## src/rtl/usr_pkg.sv

```systemverilog
// -----------------------------------------------------------------------------
// usr_pkg
//   Shared constants for the universal shift register:
//     MODE_W       width of the operation-select field
//     MODE_*       3-bit operation encodings driven on the 'mode' port
// -----------------------------------------------------------------------------
package usr_pkg;

    localparam int MODE_W = 3;

    localparam logic [MODE_W-1:0] MODE_HOLD = 3'b000;
    localparam logic [MODE_W-1:0] MODE_SHL  = 3'b001;
    localparam logic [MODE_W-1:0] MODE_SHR  = 3'b010;
    localparam logic [MODE_W-1:0] MODE_ASR  = 3'b011;
    localparam logic [MODE_W-1:0] MODE_ROL  = 3'b100;
    localparam logic [MODE_W-1:0] MODE_ROR  = 3'b101;
    localparam logic [MODE_W-1:0] MODE_LOAD = 3'b110;
    localparam logic [MODE_W-1:0] MODE_CLR  = 3'b111;

endpackage : usr_pkg

```

## src/rtl/usr_bit_cell.sv

```systemverilog
// -----------------------------------------------------------------------------
// usr_bit_cell
//   One bit of the universal shift register: an 8:1 next-state mux in front of
//   a D flip-flop with asynchronous active-high reset to RESET_BIT.
//   The parent supplies the neighbour taps, so every bit position uses the
//   same cell and all edge-of-register handling lives in the top.
//
// Ports:
//   clk      rising-edge clock
//   rst      asynchronous active-high reset, loads RESET_BIT
//   en       update enable; when low the bit holds
//   mode     operation select (usr_pkg::MODE_*)
//   d        parallel-load bit
//   shl_tap  value entering this bit on SHL (lower neighbour or sin_r)
//   shr_tap  value entering this bit on SHR (upper neighbour or sin_l)
//   asr_tap  value entering this bit on ASR (upper neighbour or own MSB)
//   rol_tap  value entering this bit on ROL (lower neighbour or MSB)
//   ror_tap  value entering this bit on ROR (upper neighbour or LSB)
//   q        registered bit
// -----------------------------------------------------------------------------
module usr_bit_cell
    import usr_pkg::*;
#(
    parameter logic RESET_BIT = 1'b0
) (
    input  logic              clk,
    input  logic              rst,
    input  logic              en,
    input  logic [MODE_W-1:0] mode,
    input  logic              d,
    input  logic              shl_tap,
    input  logic              shr_tap,
    input  logic              asr_tap,
    input  logic              rol_tap,
    input  logic              ror_tap,
    output logic              q
);

    logic next;

    always_comb begin
        // NOTE: default assignment first so no path through the case leaves
        // 'next' unassigned, which would otherwise infer a latch.
        next = q;
        case (mode)
            MODE_HOLD: next = q;
            MODE_SHL:  next = shl_tap;
            MODE_SHR:  next = shr_tap;
            MODE_ASR:  next = asr_tap;
            MODE_ROL:  next = rol_tap;
            MODE_ROR:  next = ror_tap;
            MODE_LOAD: next = d;
            MODE_CLR:  next = 1'b0;
            default:   next = q;    // undefined select behaves as HOLD
        endcase
    end

    // NOTE: non-blocking assignment so every cell samples its neighbours'
    // pre-edge values; blocking here would let a shift ripple through bits.
    always_ff @(posedge clk or posedge rst) begin
        if (rst) begin
            q <= RESET_BIT;
        end else if (en) begin
            q <= next;
        end
    end

endmodule : usr_bit_cell

```

## src/rtl/universal_shift_register.sv

```systemverilog
// -----------------------------------------------------------------------------
// universal_shift_register
//   WIDTH-bit register performing HOLD, SHL, SHR, ASR, ROL, ROR, LOAD or CLR
//   on each enabled rising clock edge. Serial pins allow chaining instances:
//   lower.sout_l -> upper.sin_r and upper.sout_r -> lower.sin_l.
//
// Parameters:
//   WIDTH        register width (>= 1)
//   RESET_VALUE  value forced onto q by asynchronous reset
//
// Ports:
//   clk     rising-edge clock
//   rst     asynchronous active-high reset
//   en      operation enable
//   mode    operation select (usr_pkg::MODE_*)
//   d       parallel load data
//   sin_l   serial input entering at the MSB on SHR
//   sin_r   serial input entering at the LSB on SHL
//   q       registered contents
//   sout_l  q[WIDTH-1], the bit leaving on SHL
//   sout_r  q[0], the bit leaving on SHR
//   zero    high when q is all zeros
// -----------------------------------------------------------------------------
module universal_shift_register
    import usr_pkg::*;
#(
    parameter int               WIDTH       = 8,
    parameter logic [WIDTH-1:0] RESET_VALUE = {WIDTH{1'b0}}
) (
    input  logic              clk,
    input  logic              rst,
    input  logic              en,
    input  logic [MODE_W-1:0] mode,
    input  logic [WIDTH-1:0]  d,
    input  logic              sin_l,
    input  logic              sin_r,
    output logic [WIDTH-1:0]  q,
    output logic              sout_l,
    output logic              sout_r,
    output logic              zero
);

    // Each bit picks its taps from neighbours; the two ends are wired to the
    // serial pins or wrap around. Only single-bit selects are used, so a
    // one-bit register elaborates cleanly: every tap collapses to q[0] except
    // the serial inputs, which gives the required hold behaviour for
    // ASR/ROL/ROR at WIDTH = 1.
    for (genvar i = 0; i < WIDTH; i++) begin : g_bit
        logic shl_tap;
        logic rol_tap;
        logic shr_tap;
        logic asr_tap;
        logic ror_tap;

        if (i == 0) begin : g_lsb
            assign shl_tap = sin_r;
            assign rol_tap = q[WIDTH-1];
        end else begin : g_lower
            assign shl_tap = q[i-1];
            assign rol_tap = q[i-1];
        end

        if (i == WIDTH - 1) begin : g_msb
            assign shr_tap = sin_l;
            assign asr_tap = q[WIDTH-1];   // sign bit replicates
            assign ror_tap = q[0];
        end else begin : g_upper
            assign shr_tap = q[i+1];
            assign asr_tap = q[i+1];
            assign ror_tap = q[i+1];
        end

        usr_bit_cell #(
            .RESET_BIT (RESET_VALUE[i])
        ) u_cell (
            .clk     (clk),
            .rst     (rst),
            .en      (en),
            .mode    (mode),
            .d       (d[i]),
            .shl_tap (shl_tap),
            .shr_tap (shr_tap),
            .asr_tap (asr_tap),
            .rol_tap (rol_tap),
            .ror_tap (ror_tap),
            .q       (q[i])
        );
    end

    // Serial outputs come from the pre-edge register so chained instances
    // shift coherently on the same edge.
    assign sout_l = q[WIDTH-1];
    assign sout_r = q[0];
    assign zero   = (q == '0);

endmodule : universal_shift_register
```

## config.mk

```make
export PLATFORM = sky130hd
export DESIGN_NAME = universal_shift_register
export DESIGN_NICKNAME = d
export VERILOG_FILES = /design/src/rtl/usr_pkg.sv /design/src/rtl/usr_bit_cell.sv /design/src/rtl/universal_shift_register.sv
export SDC_FILE = /design/constraint.sdc
export NUM_CORES = 1
export LEC_CHECK = 0
export CAP_MARGIN = 20
export CORE_ASPECT_RATIO = 1.5
export CORE_MARGIN = 3
export CORE_UTILIZATION = 30
export CTS_CLUSTER_DIAMETER = 40
export DETAILED_ROUTE_END_ITERATION = 12
export HOLD_SLACK_MARGIN = 0.03
export SYNTH_ARGS = -nofsm -noshare
export SYNTH_HDL_FRONTEND = slang
export SYNTH_SLANG_ARGS = --single-unit
```

## constraint.sdc

```tcl
create_clock -name clk -period 1.5 [get_ports clk]
set_input_delay 0.15 -clock clk [delete_from_list [all_inputs] [get_ports clk]]
set_output_delay 0.15 -clock clk [all_outputs]
set_load 0.01 [all_outputs]
```

Word level (Yosys, flattened, before mapping)

Cells that the tools add are included.
W data, S select, Z words.

Mux-type cells: 8
$add $sub $neg: 0
Eq/ne operators: 7
Shift operators: 0
Reductions and logical operators: 7
Divide/modulo/power cells: 0
Multipliers: 0
Order comparisons: 0
Bitwise logic cells: 2

Operators with widths:

| cell                 | number |
|---|---|
| $pmux W1 S4          | 6 |
| $eq A3 B3 Y1 const B | 4 |
| $pmux W1 S5          | 2 |
| $logic_not A8 Y1     | 1 |
| $eq A3 B2 Y1 const B | 2 |
| $reduce_and A2 Y1    | 2 |
| $reduce_or A2 Y1     | 2 |
| $eq A3 B1 Y1 const B | 1 |
| $logic_not A3 Y1     | 1 |
| $reduce_or A3 Y1     | 1 |
| $not A1 Y1           | 2 |

Input port bits: 16
ROM bits: 0
Register bits after elaboration: 8
Output and inout bits: 11
RAM bits: 0
Latch bits: 0
Memories kept: 0

Depth between registers and ports, before layout

Depth after elaboration: 4
Mapped depth: 6
Depth with buffers taken out: 4

Hierarchy

From an unflattened synthesis, not the netlist that was laid out.

Cells, all modules: 99
Area total of the unflattened synthesis: 929.6 µm²

Modules (own cells, without submodules):

| module                   | area an instance (µm²) | sequential area each (µm²) | times used | cells an instance |
|---|---|---|---|---|
| usr_bit_cell             | 106.4                  | 25.0                       | 8          | 11 |
| universal_shift_register | 78.8                   | 0.0                        | 1          | 11 |

Worst setup path after synthesis

OpenSTA, ideal clock, no wires.

Path type: reg2out
From: register g_bit[7].u_cell.q
To: output zero
Data required time: 1.350 ns
Stages on the path, launching flop included: 3
Arrival time: 1.126 ns
Slack: 0.224 ns
Cells stage by stage: dfrtp_1 or4_1 nor2_1

Longest elaborated chain between the ends: 1

Ends and longest elaborated chain:

| what                     | line                           | text |
|---|---|---|
| start: declaration       | usr_bit_cell.sv:36             | `output logic q` |
| start signal: assignment | usr_bit_cell.sv:64             | `q <= next;` |
| $logic_not A8 Y1         | universal_shift_register.sv:94 | `assign zero = (q == '0);` |
| end: declaration         | universal_shift_register.sv:40 | `output logic zero` |

Every way passes these cells.

Worst setup path in the final report

From: register g_bit[2].u_cell.q
To: output zero

Longest elaborated chain between the ends: 1

Ends and longest elaborated chain:

| what                     | line |
|---|---|
| start: declaration       | usr_bit_cell.sv:36 |
| start signal: assignment | usr_bit_cell.sv:64 |
| $logic_not A8 Y1         | universal_shift_register.sv:94 |

Every way passes these cells.

==> run_results.csv <==
group,metric,value,unit
die,io_pins,27,
timing,finalHoldViolCount,0,
detailed_routing,remaining_drc_errors,0,
logic_synthesis,synth_top_area_share,0.2763,
logic_synthesis,postSynthAreaPerCell,8.835,µm²
finish,drive_gt1_frac,0.2821,
worst_setup_path,crit_type,"reg2out",
finish,top_register,"g_bit.u_cell.q",
global_routing,grt_max_degree,14,
placement,place_area,1054,µm²
die,die-width,46.13,µm
detailed_routing,drtPass1Iterations,6,
job,cap_violations,0,
placement,dp_hpwl,1.526,mm
logic_synthesis,synth_edf_count,0,
pwr,fin_total_pwr,870.4,µW
detailed_routing,drtIter0Drc,25,
clocking,clock_latency,0.25,ns
worst_setup_path,critPathCaptureType,"output pin",
placement,place_inst,137,
logic_synthesis,ys_ff_latch,8,
timing,slew_headroom,0.8054,
detailed_routing,wl_per_cell,13.21,µm
global_routing,grt_usage,0.1343,
run_status,violations,"setup timing",
timing,fmax,0.6646,GHz
clocking,cts_buffers,3,
clocking,cts_buffer_depth,2,
finish,area_growth,48.53,%
pwr,p_sw,273.4,µW
timing,timing_worst_slew_pin_value,0.2916,ns
timing,setup_slack,-0.004631,ns
worst_setup_path,reg2reg_to,"g_bit[5].u_cell.q$_DFFE_PP0P_",
logic_synthesis,ys_top_cells_by_area,"dfrtp_1, buf_4, nand2_1",
global_routing,grt_pass1_vias,694,
timing,setup_viol,1,
worst_setup_path,cp.arrival,1.35,ns
worst_setup_path,r2r-start,"g_bit[6].u_cell.q$_DFFE_PP0P_",
worst_setup_path,crit_path_cell_trace,"or4_1 > nor2_1 > buf_2",
die,dieArea,3053,µm²
logic_synthesis,yosys_warnings,0,
pwr,p_leak,0.0004885,µW
worst_setup_path,reg2reg_depth,4,
timing,hold_slack,0.1449,ns
logic_synthesis,ys.flop_type,"dfrtp_1",
clocking,htreeDepth,1,
pwr,p_int,597.0,µW
clocking,cts-root-buf,"clkbuf_4",
worst_setup_path,crit_family,"simple AND/OR/NAND/NOR gates",
logic_synthesis,syn_inst,82,
clocking,cts_setup_buffers,0,
global_routing,antenna_found_initial,0,
pwr,power.share.switching,0.3141,
finish,largest_reg_flops,8,
clocking,cts_tree,"yes",
die,start_util,0.3206,
timing,fin_crit,1.505,ns
logic_synthesis,yosys.area.top_type,"dfrtp_1",
logic_synthesis,yosysSeqAreaShare,0.2763,
pwr,clockPowerShare,0.180,
pwr,power_density,808.9,nW/µm²
finish,insertedDiodeCount,0,
timing,drv_slew,0,
die,num_rows,21,
detailed_routing,wirelength,1.850,mm
global_routing,grt_pass1_wl,3.042,mm
detailed_routing,avgViaCountPerCell,5.221,
finish,fin_nets,135,
clocking,clk_pin_slew,0.05,ns
finish,layout.cells.non_filler,140,
worst_setup_path,critPathBufInv,1,
worst_setup_path,crit_slowest_cell,"or4_1",
timing,timing.final.crit_share,1.003,
pwr,combPwrFrac,0.508,
placement,preCtsSetupSlack,-0.2023,ns
die,die_y,66.19,µm
worst_setup_path,cp_max_fo,2,
placement,routabilityCongestion,0.7714,
timing,rsz0062_at_grt,"yes",
global_routing,overflow,0,
pwr,ir_worst_vdd,0.0002333,V
pwr,seqPwrFrac,0.311,
finish,fillers,234,
worst_setup_path,crit_required,1.35,ns
finish,top_regs,"g_bit.u_cell.q (8)",
worst_setup_path,start_kind,"flop",
worst_setup_path,critical-path-max-stage-delay,0.51,ns
logic_synthesis,synth.distinct_cells,33,
die,core-area,2260,µm²
hold_path,hold_path.class,"in2async",
timing,finalClockSkew,0.004303,ns
finish,final_area,1076,µm²
detailed_routing,ant_nets,0,
clocking,cts.sinks,8,
worst_setup_path,r2r_slack,0.24,ns
logic_synthesis,synthArstFlopShare,1.000,
detailed_routing,vias,731,
logic_synthesis,synth_nets,98,
run_status,status,"finished with violations",
logic_synthesis,syn_area,724.4,µm²
placement,io_buffers,26,
[layer usage]
metal | up-vias | GRT usage | share of wire
li1 | 365 | - | -
met1 | 335 | 0.1509 | 0.38
met2 | 29 | 0.2397 | 0.55
met3 | 2 | 0.01907 | 0.055
met4 | 0 | 0.05338 | 0.013
met5 | - | 0 | 0
[power groups by stage]
stage	clock (µW)	sequential (µW)	combinational, µW
6_report	157	271	442
5_1_grt	176	278	483
4_1_cts	160	272	448
3_5_place_dp	0	276	448
3_3_place_gp	0	274	447
2_1_floorplan	0	297	225
[Yosys cell counts (2+ instances only)]
master    count
a21oi_1       4
a222oi_1      2
buf_4        10
buf_6         3
dfrtp_1       8
inv_1         5
mux2_2        2
mux2i_1       2
nand2_1      11
nand3_1       2
nor2_1        2
o21ai_0       6
o21ai_1       2
o221ai_1      3
or4_1         2
[worst reg2reg max path, cell delays in order (launching register included)]
cell and delay [ns]:
dfrtp_1 0.38, buf_4 0.16, a22o_2 0.24, a221oi_1 0.29
a21oi_1 0.07
[worst max-delay path by stage]
stage	startpoint	to	depth (start not counted)
after floorplan	g_bit[7].u_cell.q$_DFFE_PP0P_	zero	2
after global placement	mode[0]	g_bit[5].u_cell.q$_DFFE_PP0P_	5
after detailed placement	mode[0]	g_bit[5].u_cell.q$_DFFE_PP0P_	5
after CTS	g_bit[7].u_cell.q$_DFFE_PP0P_	zero	3
after global routing	g_bit[6].u_cell.q$_DFFE_PP0P_	zero	3
final	g_bit[2].u_cell.q$_DFFE_PP0P_	zero	3
[layout by cell type, fill, tap and decap left out, types with 2 or more instances in the layout]
cell type	count
dlymetal6s2s_1	2
o221ai_1	3
nand2_1	11
nand3_1	2
clkbuf_4	3
or4_1	2
nor2_1	2
dfrtp_1	8
buf_4	19
mux2_2	2
o21ai_1	2
clkdlybuf4s50_1	23
a21oi_1	4
o21ai_0	6
a222oi_1	2
mux2i_1	2
inv_1	5
[layout make-up]
| cell class | instances | area (µm²) | share of cell area |
|---|---|---|---|
| Clock buffer | 3 | 22.52 | 0.02093 |
| Inverter | 5 | 18.77 | 0.01744 |
| Tap cell | 23 | 28.78 | 0.02674 |
| Timing Repair Buffer | 46 | 422.9 | 0.3930 |
| Multi-Input combinational cell | 55 | 382.9 | 0.3558 |
| Sequential cell | 8 | 200.2 | 0.1860 |
[repair_timing]
action / in CTS / in global routing
gates resized for setup: 4 / 2
pin swaps: 1 / 1
hold buffers: 0 / 0
endpoints found under the setup margin: 1 / 4
[metrics by stage]
stage	utilization	setup TNS, ns
3_5_place_dp	0.4662	-1.200
6_report	0.4762	-0.004631
5_1_grt	0.4762	-0.06162
4_1_cts	0.4740	-0.01092
3_3_place_gp	0.4662	-1.109
2_1_floorplan	-	0
[cells by family after synthesis]
logic type / count (synthesis) / synth area share
buffers and inverters: 19 / 0.1952
and+or+nand+nor: 22 / 0.1572
DFF: 8 / 0.2763
AOI/OAI and AO/OA: 28 / 0.2919
muxes: 5 / 0.07944
Note: power is estimated with default switching activity, not from simulation.
